<file path="src/rtl/glitcher_top.sv">
// Glitch controller: the host UART feeds a command parser. The parser either
// forwards bytes to the target UART through a 16-byte FIFO, or configures and
// starts a reset/delay/pulse glitch sequencer.
module glitcher_top #(
  parameter int CLKS_PER_BIT = 104,
  parameter int RST_CYCLES   = 16
) (
  input  logic clk,
  input  logic rst,
  input  logic ftdi_rx,
  output logic target_tx,
  output logic target_rst,
  output logic glitch_out,
  output logic busy
);

  localparam int             CW        = $clog2(CLKS_PER_BIT + 1);
  localparam logic [CW-1:0]  BIT_LAST  = CW'(CLKS_PER_BIT - 1);
  localparam logic [CW-1:0]  HALF_LAST = CW'(CLKS_PER_BIT / 2 - 1);
  localparam logic [31:0]    RST_LAST  = 32'(RST_CYCLES - 1);

  typedef enum logic [1:0] {RX_IDLE, RX_START, RX_DATA, RX_STOP} rx_state_t;
  typedef enum logic [1:0] {P_IDLE, P_CMD, P_ARG, P_PASS} p_state_t;
  typedef enum logic [2:0] {S_IDLE, S_RESET, S_DELAY, S_PULSE_HI, S_PULSE_LO} s_state_t;
  typedef enum logic [1:0] {TX_IDLE, TX_START, TX_DATA, TX_STOP} tx_state_t;

  // ---------------------------------------------------------------- receiver
  logic            rx_meta_q, rx_sync_q, rx_prev_q;
  rx_state_t       rx_state_q, rx_state_d;
  logic [CW-1:0]   rx_cnt_q, rx_cnt_d;
  logic [2:0]      rx_bit_q, rx_bit_d;
  logic [7:0]      rx_shift_q, rx_shift_d;
  logic            rx_valid_q, rx_valid_d;

  // Synchronizer and edge history reset low: a line held low across reset
  // must first be seen high before a falling edge can start a byte.
  always_ff @(posedge clk or posedge rst) begin
    if (rst) begin
      rx_meta_q <= 1'b0;
      rx_sync_q <= 1'b0;
      rx_prev_q <= 1'b0;
    end else begin
      rx_meta_q <= ftdi_rx;
      rx_sync_q <= rx_meta_q;
      rx_prev_q <= rx_sync_q;
    end
  end

  // Receiver: start on falling edge, sample mid-bit LSB first, drop bad stop.
  always_comb begin
    rx_state_d = rx_state_q;
    rx_cnt_d   = rx_cnt_q;
    rx_bit_d   = rx_bit_q;
    rx_shift_d = rx_shift_q;
    rx_valid_d = 1'b0;
    case (rx_state_q)
      RX_IDLE: begin
        if (rx_prev_q && !rx_sync_q) begin
          rx_state_d = RX_START;
          rx_cnt_d   = HALF_LAST;
        end
      end
      RX_START: begin
        if (rx_cnt_q == '0) begin
          if (!rx_sync_q) begin
            rx_state_d = RX_DATA;
            rx_cnt_d   = BIT_LAST;
            rx_bit_d   = 3'd0;
          end else begin
            rx_state_d = RX_IDLE;
          end
        end else begin
          rx_cnt_d = rx_cnt_q - CW'(1);
        end
      end
      RX_DATA: begin
        if (rx_cnt_q == '0) begin
          rx_shift_d = {rx_sync_q, rx_shift_q[7:1]};
          rx_cnt_d   = BIT_LAST;
          if (rx_bit_q == 3'd7) rx_state_d = RX_STOP;
          else                  rx_bit_d   = rx_bit_q + 3'd1;
        end else begin
          rx_cnt_d = rx_cnt_q - CW'(1);
        end
      end
      default: begin
        if (rx_cnt_q == '0) begin
          rx_valid_d = rx_sync_q;
          rx_state_d = RX_IDLE;
        end else begin
          rx_cnt_d = rx_cnt_q - CW'(1);
        end
      end
    endcase
  end

  // Receiver state registers.
  always_ff @(posedge clk or posedge rst) begin
    if (rst) begin
      rx_state_q <= RX_IDLE;
      rx_cnt_q   <= '0;
      rx_bit_q   <= 3'd0;
      rx_shift_q <= 8'd0;
      rx_valid_q <= 1'b0;
    end else begin
      rx_state_q <= rx_state_d;
      rx_cnt_q   <= rx_cnt_d;
      rx_bit_q   <= rx_bit_d;
      rx_shift_q <= rx_shift_d;
      rx_valid_q <= rx_valid_d;
    end
  end

  // ------------------------------------------------------------------ parser
  p_state_t        p_state_q, p_state_d;
  logic [7:0]      remaining_q, remaining_d;
  logic [2:0]      arg_sel_q, arg_sel_d;
  logic [7:0]      width_q, width_d;
  logic [7:0]      pcount_q, pcount_d;
  logic [31:0]     delay_q, delay_d;
  logic            fifo_we, start_seq, abort_seq;
  logic            busy_q, busy_d;

  // Parser: pass-through framing, command decode and config register writes.
  always_comb begin
    p_state_d   = p_state_q;
    remaining_d = remaining_q;
    arg_sel_d   = arg_sel_q;
    width_d     = width_q;
    pcount_d    = pcount_q;
    delay_d     = delay_q;
    fifo_we     = 1'b0;
    start_seq   = 1'b0;
    abort_seq   = 1'b0;
    if (rx_valid_q) begin
      case (p_state_q)
        P_IDLE: begin
          if (rx_shift_q == 8'h00) begin
            p_state_d = P_CMD;
          end else begin
            p_state_d   = P_PASS;
            remaining_d = rx_shift_q;
          end
        end
        P_PASS: begin
          fifo_we     = 1'b1;
          remaining_d = remaining_q - 8'd1;
          if (remaining_q == 8'd1) p_state_d = P_IDLE;
        end
        P_CMD: begin
          p_state_d = P_IDLE;
          case (rx_shift_q)
            8'hFF: begin
              width_d   = 8'd0;
              pcount_d  = 8'd0;
              delay_d   = 32'd0;
              abort_seq = 1'b1;
            end
            8'h10: begin
              arg_sel_d = 3'd4;
              p_state_d = P_ARG;
            end
            8'h11: begin
              arg_sel_d = 3'd5;
              p_state_d = P_ARG;
            end
            8'h20, 8'h21, 8'h22, 8'h23: begin
              arg_sel_d = {1'b0, rx_shift_q[1:0]};
              p_state_d = P_ARG;
            end
            8'hFE: start_seq = !busy_q;
            default: ;
          endcase
        end
        default: begin
          p_state_d = P_IDLE;
          case (arg_sel_q)
            3'd0:    delay_d[7:0]   = rx_shift_q;
            3'd1:    delay_d[15:8]  = rx_shift_q;
            3'd2:    delay_d[23:16] = rx_shift_q;
            3'd3:    delay_d[31:24] = rx_shift_q;
            3'd4:    width_d        = rx_shift_q;
            default: pcount_d       = rx_shift_q;
          endcase
        end
      endcase
    end
  end

  // Parser state and configuration registers.
  always_ff @(posedge clk or posedge rst) begin
    if (rst) begin
      p_state_q   <= P_IDLE;
      remaining_q <= 8'd0;
      arg_sel_q   <= 3'd0;
      width_q     <= 8'd0;
      pcount_q    <= 8'd0;
      delay_q     <= 32'd0;
    end else begin
      p_state_q   <= p_state_d;
      remaining_q <= remaining_d;
      arg_sel_q   <= arg_sel_d;
      width_q     <= width_d;
      pcount_q    <= pcount_d;
      delay_q     <= delay_d;
    end
  end

  // --------------------------------------------------------------- sequencer
  s_state_t        seq_q, seq_d;
  logic [31:0]     seq_cnt_q, seq_cnt_d;
  logic [7:0]      lw_q, lw_d;
  logic [7:0]      lp_q, lp_d;
  logic [31:0]     ld_q, ld_d;
  logic            trst_q, trst_d;
  logic            gl_q, gl_d;

  // Sequencer: config is latched at start so later writes only affect the next run.
  always_comb begin
    seq_d     = seq_q;
    seq_cnt_d = seq_cnt_q;
    lw_d      = lw_q;
    lp_d      = lp_q;
    ld_d      = ld_q;
    trst_d    = trst_q;
    gl_d      = gl_q;
    busy_d    = busy_q;
    if (abort_seq) begin
      seq_d     = S_IDLE;
      seq_cnt_d = 32'd0;
      trst_d    = 1'b0;
      gl_d      = 1'b0;
      busy_d    = 1'b0;
    end else begin
      case (seq_q)
        S_IDLE: begin
          if (start_seq) begin
            seq_d     = S_RESET;
            seq_cnt_d = RST_LAST;
            trst_d    = 1'b1;
            busy_d    = 1'b1;
            lw_d      = (width_q == 8'd0) ? 8'd1 : width_q;
            lp_d      = pcount_q;
            ld_d      = delay_q;
          end
        end
        S_RESET: begin
          if (seq_cnt_q == 32'd0) begin
            trst_d = 1'b0;
            if (ld_q == 32'd0) begin
              seq_d     = S_PULSE_HI;
              seq_cnt_d = 32'(lw_q) - 32'd1;
              gl_d      = 1'b1;
            end else begin
              seq_d     = S_DELAY;
              seq_cnt_d = ld_q - 32'd1;
            end
          end else begin
            seq_cnt_d = seq_cnt_q - 32'd1;
          end
        end
        S_DELAY: begin
          if (seq_cnt_q == 32'd0) begin
            seq_d     = S_PULSE_HI;
            seq_cnt_d = 32'(lw_q) - 32'd1;
            gl_d      = 1'b1;
          end else begin
            seq_cnt_d = seq_cnt_q - 32'd1;
          end
        end
        S_PULSE_HI: begin
          if (seq_cnt_q == 32'd0) begin
            gl_d = 1'b0;
            if (lp_q == 8'd0) begin
              seq_d  = S_IDLE;
              busy_d = 1'b0;
            end else begin
              seq_d     = S_PULSE_LO;
              seq_cnt_d = 32'(lw_q) - 32'd1;
              lp_d      = lp_q - 8'd1;
            end
          end else begin
            seq_cnt_d = seq_cnt_q - 32'd1;
          end
        end
        default: begin
          if (seq_cnt_q == 32'd0) begin
            seq_d     = S_PULSE_HI;
            seq_cnt_d = 32'(lw_q) - 32'd1;
            gl_d      = 1'b1;
          end else begin
            seq_cnt_d = seq_cnt_q - 32'd1;
          end
        end
      endcase
    end
  end

  // Sequencer state and registered outputs.
  always_ff @(posedge clk or posedge rst) begin
    if (rst) begin
      seq_q     <= S_IDLE;
      seq_cnt_q <= 32'd0;
      lw_q      <= 8'd1;
      lp_q      <= 8'd0;
      ld_q      <= 32'd0;
      trst_q    <= 1'b0;
      gl_q      <= 1'b0;
      busy_q    <= 1'b0;
    end else begin
      seq_q     <= seq_d;
      seq_cnt_q <= seq_cnt_d;
      lw_q      <= lw_d;
      lp_q      <= lp_d;
      ld_q      <= ld_d;
      trst_q    <= trst_d;
      gl_q      <= gl_d;
      busy_q    <= busy_d;
    end
  end

  // ----------------------------------------------------------------- tx fifo
  logic [7:0]      fifo_mem_q [16];
  logic [3:0]      wr_ptr_q, wr_ptr_d, rd_ptr_q, rd_ptr_d;
  logic [4:0]      fifo_cnt_q, fifo_cnt_d;
  logic            fifo_push, fifo_pop, fifo_empty;
  logic [7:0]      fifo_rd;

  assign fifo_empty = (fifo_cnt_q == 5'd0);
  assign fifo_rd    = fifo_mem_q[rd_ptr_q];

  // FIFO bookkeeping; writes arriving while full are dropped.
  always_comb begin
    fifo_push  = fifo_we && (fifo_cnt_q != 5'd16);
    wr_ptr_d   = wr_ptr_q + {3'd0, fifo_push};
    rd_ptr_d   = rd_ptr_q + {3'd0, fifo_pop};
    fifo_cnt_d = fifo_cnt_q + {4'd0, fifo_push} - {4'd0, fifo_pop};
  end

  // FIFO pointer and occupancy registers.
  always_ff @(posedge clk or posedge rst) begin
    if (rst) begin
      wr_ptr_q   <= 4'd0;
      rd_ptr_q   <= 4'd0;
      fifo_cnt_q <= 5'd0;
    end else begin
      wr_ptr_q   <= wr_ptr_d;
      rd_ptr_q   <= rd_ptr_d;
      fifo_cnt_q <= fifo_cnt_d;
    end
  end

  // FIFO storage; contents need no reset since occupancy gates every read.
  always_ff @(posedge clk) begin
    if (fifo_push) fifo_mem_q[wr_ptr_q] <= rx_shift_q;
  end

  // ------------------------------------------------------------- transmitter
  tx_state_t       tx_state_q, tx_state_d;
  logic [CW-1:0]   tx_cnt_q, tx_cnt_d;
  logic [2:0]      tx_bit_q, tx_bit_d;
  logic [7:0]      tx_shift_q, tx_shift_d;
  logic            tx_q, tx_d;

  // Transmitter: chains directly from stop bit into the next start bit.
  always_comb begin
    tx_state_d = tx_state_q;
    tx_cnt_d   = tx_cnt_q;
    tx_bit_d   = tx_bit_q;
    tx_shift_d = tx_shift_q;
    tx_d       = tx_q;
    fifo_pop   = 1'b0;
    case (tx_state_q)
      TX_IDLE: begin
        if (!fifo_empty) begin
          fifo_pop   = 1'b1;
          tx_shift_d = fifo_rd;
          tx_state_d = TX_START;
          tx_cnt_d   = BIT_LAST;
          tx_d       = 1'b0;
        end
      end
      TX_START: begin
        if (tx_cnt_q == '0) begin
          tx_state_d = TX_DATA;
          tx_cnt_d   = BIT_LAST;
          tx_bit_d   = 3'd0;
          tx_d       = tx_shift_q[0];
        end else begin
          tx_cnt_d = tx_cnt_q - CW'(1);
        end
      end
      TX_DATA: begin
        if (tx_cnt_q == '0) begin
          tx_cnt_d = BIT_LAST;
          if (tx_bit_q == 3'd7) begin
            tx_state_d = TX_STOP;
            tx_d       = 1'b1;
          end else begin
            tx_bit_d   = tx_bit_q + 3'd1;
            tx_shift_d = {1'b0, tx_shift_q[7:1]};
            tx_d       = tx_shift_q[1];
          end
        end else begin
          tx_cnt_d = tx_cnt_q - CW'(1);
        end
      end
      default: begin
        if (tx_cnt_q == '0) begin
          if (!fifo_empty) begin
            fifo_pop   = 1'b1;
            tx_shift_d = fifo_rd;
            tx_state_d = TX_START;
            tx_cnt_d   = BIT_LAST;
            tx_d       = 1'b0;
          end else begin
            tx_state_d = TX_IDLE;
          end
        end else begin
          tx_cnt_d = tx_cnt_q - CW'(1);
        end
      end
    endcase
  end

  // Transmitter state registers; line idles high.
  always_ff @(posedge clk or posedge rst) begin
    if (rst) begin
      tx_state_q <= TX_IDLE;
      tx_cnt_q   <= '0;
      tx_bit_q   <= 3'd0;
      tx_shift_q <= 8'd0;
      tx_q       <= 1'b1;
    end else begin
      tx_state_q <= tx_state_d;
      tx_cnt_q   <= tx_cnt_d;
      tx_bit_q   <= tx_bit_d;
      tx_shift_q <= tx_shift_d;
      tx_q       <= tx_d;
    end
  end

  assign target_tx  = tx_q;
  assign target_rst = trst_q;
  assign glitch_out = gl_q;
  assign busy       = busy_q;

endmodule

</file>
<file path="config.mk">
export PLATFORM = sky130hd
export DESIGN_NAME = glitcher_top
export DESIGN_NICKNAME = d
export VERILOG_FILES = /design/src/rtl/glitcher_top.sv
export SDC_FILE = /design/constraint.sdc
export NUM_CORES = 1
export LEC_CHECK = 0
export ABC_AREA = 0
export CORE_MARGIN = 4
export CORE_UTILIZATION = 45
export CTS_CLUSTER_DIAMETER = 40
export DETAILED_ROUTE_END_ITERATION = 6
export PLACE_DENSITY = 0.71
export SYNTH_ARGS = -nofsm -noshare
export SYNTH_HDL_FRONTEND = slang
export SYNTH_SLANG_ARGS = --single-unit
export TNS_END_PERCENT = 100
</file>
<file path="constraint.sdc">
create_clock -name clk -period 10.7 [get_ports clk]
set_input_delay 1.605 -clock clk [delete_from_list [all_inputs] [get_ports clk]]
set_output_delay 1.605 -clock clk [all_outputs]
set_load 0.01 [all_outputs]
</file>
==> flow_metrics.tcl <==
set metrics [dict create \
    power_leakage_nw 7.75 \
    layout_commonest_cell "dfrtp_1" \
    antenna_left 0 \
    clkTransAtPathRegs_ns 0.06 \
    multi_input_area_sq_mm 0.00689 \
    num_io_pins 7 \
    htree_levels 2 \
    peakVddDrop_mv 0.128 \
    fin_crit_sh_pct 36.5 \
    mostFrequentLayoutCells "dfrtp_1 (202), edfxtp_1 (128), mux2_2 (108)" \
    post_cts_buffers 0 \
    tns_ns 0 \
    syn_inst 1400 \
    cts_root_buf "clkbuf_16" \
    worst_pin_slew_ns 1.23 \
    yosys_warnings 0 \
    crit_path_start_kind "register" \
    placed_cell_area_sq_mm 0.0168 \
    rr_worst_depth 7 \
    die-area_sq_mm 0.0394 \
    antenna_found_initial 0 \
    ff_latch_area_sq_mm 0.00898 \
    rsz0062_at_grt "false" \
    diodes 0 \
    synth-edff-count 128 \
    syn_avg_cell_area_sq_um 11.7 \
    final_cell_area_sq_mm 0.0182 \
    synth_area_sq_mm 0.0163 \
    area_growth_pct 11.7 \
    seqPwrFrac_pct 40.7 \
    cts.sinks 333 \
    hp-start "rx_meta_q$_DFF_PP0_" \
    routed_wl_microns 36500 \
    period_minus_slack_ns 3.91 \
    clkLatencyLatePin_ns 0.56 \
    power.switching_mw 1.12 \
    drv_cap 0 \
    finalClockSkew_ns 0.0268 \
    slew_headroom_pct 18.0 \
    synth_flop_cell "dfrtp_1" \
    hold_violations 0 \
    overflow 0 \
    holdBufCountCts 0 \
    syn_nets 1440 \
    p_int_mw 2.58 \
    r2r_slack_ns 6.79 \
    fmax_ghz 0.256 \
    drc 0 \
    coreArea_sq_mm 0.0357 \
    drv_slew 0 \
    status "finished, final reports clean" \
    crit_arrival_ns 4.37 \
    drive_gt1_share_pct 17.0 \
    die_width_microns 198 \
    clockBufferDepth 3 \
    hold_depth 0 \
    post_drt_wl_per_cell_microns 19.3 \
    r2r-end "lp_q[6]$_DFFE_PP0P_" \
    firstDrtPassIters 5 \
    final_nets 1439 \
    ys_seq_elements 333 \
    initial_utilization_pct 45.8 \
    place.port_buffers 6 \
    cts_inserted_buffers 42 \
    comb_power_share_pct 20.4 \
    ys_seq_area_share_pct 55.0 \
    swShare_pct 30.3 \
    nFillCells 3022 \
    setup_viol 0 \
    reg2reg_from "seq_cnt_q[14]$_DFFE_PP0P_" \
    cp-end-kind "register" \
    ctsResizeCount 0 \
    worstSetupPathType "register to register" \
    first_iter_violations 1023 \
    cts_tree "done" \
    gp_congestion 0.892 \
    fin_util_pct 51.1 \
    power.share.clock_pct 38.9 \
    ys_types 78 \
    dp_hpwl_microns 24000 \
    hold_class "register to register" \
    grtUsageTotal_pct 18.7 \
    critPathMaxFanout 24 \
    rows 69 \
    p_per_area_mw_per_mm2 203 \
    fin_hold_ws_ns 0.363 \
    crit_required_ns 11.16 \
    viasPerCell 6.00 \
    grt_max_degree 127 \
    die_h_microns 198 \
    grt_pass1_vias 11165 \
    vias 11367 \
    grt_pass1_wl_microns 59900 \
    holdPathEnd "rx_sync_q$_DFF_PP0_" \
    synthArstFlopShare_pct 61.6 \
]
[cell type report]
| type | count | share of cell area, % |
|---|---|---|
| clock buffers | 50 | 6.27 |
| clock inverters | 27 | 1.65 |
| inverters | 50 | 1.07 |
| multi-input cells | 954 | 37.8 |
| flip-flops and latches | 333 | 49.2 |
| well taps | 461 | 3.16 |
| repair buffers | 18 | 0.823 |
[power groups by stage]
stage	Clock [mW]	Combinational (mW)	Sequential [mW]
after floorplan	0	0.607	1.48
after global placement	0	0.731	1.52
after detailed placement	0	0.754	1.53
after CTS	1.46	0.759	1.50
after global routing	1.52	0.850	1.52
final	1.44	0.754	1.50
[cells in the mapped netlist, drive strengths merged (4+ instances only)]
master	count	share of area, %
a211oi	6	0.31
a21o	13	0.60
a21oi	90	2.8
a221oi	14	0.75
a22o	8	0.43
a22oi	13	0.60
a31o	4	0.21
a31oi	13	0.50
and2	6	0.23
buf	21	0.65
clkbuf	42	0.97
dfrtp	203	31
edfxtp	128	24
ha	36	2.8
inv	50	1.2
mux2	108	7.5
mux2i	32	2.0
mux4	16	2.2
nand2	79	1.8
nand2b	12	0.46
nand3	31	0.98
nand4	9	0.34
nor2	97	2.2
nor2b	12	0.46
nor3	39	1.3
nor3b	4	0.18
nor4	27	1.2
o211ai	10	0.46
o21ai	106	3.3
o221ai	8	0.51
o22a	5	0.27
o22ai	16	0.61
o31ai	14	0.67
or2	4	0.15
or3	17	0.65
or4	16	0.83
xnor2	20	1.1
xor2	25	1.3
[state kept, by name, summed over array words and instances (netlist names), 3 cells and up]
register	count
fifo_mem_q	128
delay_q	32
ld_q	32
seq_cnt_q	32
lp_q	8
lw_q	8
pcount_q	8
remaining_q	8
rx_shift_q	8
tx_shift_q	8
width_q	8
rx_cnt_q	7
tx_cnt_q	7
fifo_cnt_q	5
rd_ptr_q	4
wr_ptr_q	4
arg_sel_q	3
rx_bit_q	3
seq_q	3
tx_bit_q	3
[metrics by stage]
stage	total power, mW	instances	setup WS (ns)
CTS	3.73	1893	6.81
floorplan	2.09	1400	3.50
detailed placement	2.28	1816	6.74
finish	3.70	1893	6.79
global placement	2.25	1816	6.72
global route	3.89	1893	6.43
[metal layers]
| metal | routed length [microns] | GRT usage, % | vias up | share of wire (%) |
|---|---|---|---|---|
| met1 | 16200 | 26.6 | 5656 | 44 |
| met5 | 0 | 0 | - | 0 |
| met3 | 2440 | 3.64 | 69 | 6.7 |
| met2 | 16800 | 29.4 | 349 | 46 |
| met4 | 998 | 5.67 | 0 | 2.7 |
| li1 | - | - | 5293 | - |
[worst max path at each step]
stage                                   start                  endpoint  slack, ns  depth (start not counted)
CTS                 seq_cnt_q[14]$_DFFE_PP0P_       lp_q[6]$_DFFE_PP0P_       6.81                          7
floorplan                                 rst  arg_sel_q[0]$_DFFE_PP0P_       3.50                          1
global route        seq_cnt_q[14]$_DFFE_PP0P_       lp_q[6]$_DFFE_PP0P_       6.43                          7
detailed placement                        rst     rd_ptr_q[0]$_DFF_PP0_       6.74                          3
finish              seq_cnt_q[14]$_DFFE_PP0P_       lp_q[6]$_DFFE_PP0P_       6.79                          7
global placement                          rst     rd_ptr_q[0]$_DFF_PP0_       6.72                          3
[critical path: stages, from the launching register on]
cell     delay (ns)
dfrtp_1        0.42
or4_1          0.65
or4_4          0.53
nor3_4         0.78
nor2_1         0.13
nor4_2         0.91
o21ai_0        0.22
a22oi_1        0.19
[cells by family (layout without fill, tap and decap cells)]
group	Yosys count	in the layout	synth area share, %
multiplexers	156	156	11.6
AND/OR/NAND/NOR	368	368	11.6
buffers and inverters	113	145	2.77
flip-flops	333	333	55.0
AO/OA/AOI/OAI	348	348	13.7
XOR/XNOR	45	45	2.42
adder cells (fa/ha/maj)	37	37	2.88
No activity file was read; power rests on OpenSTA's default activity.
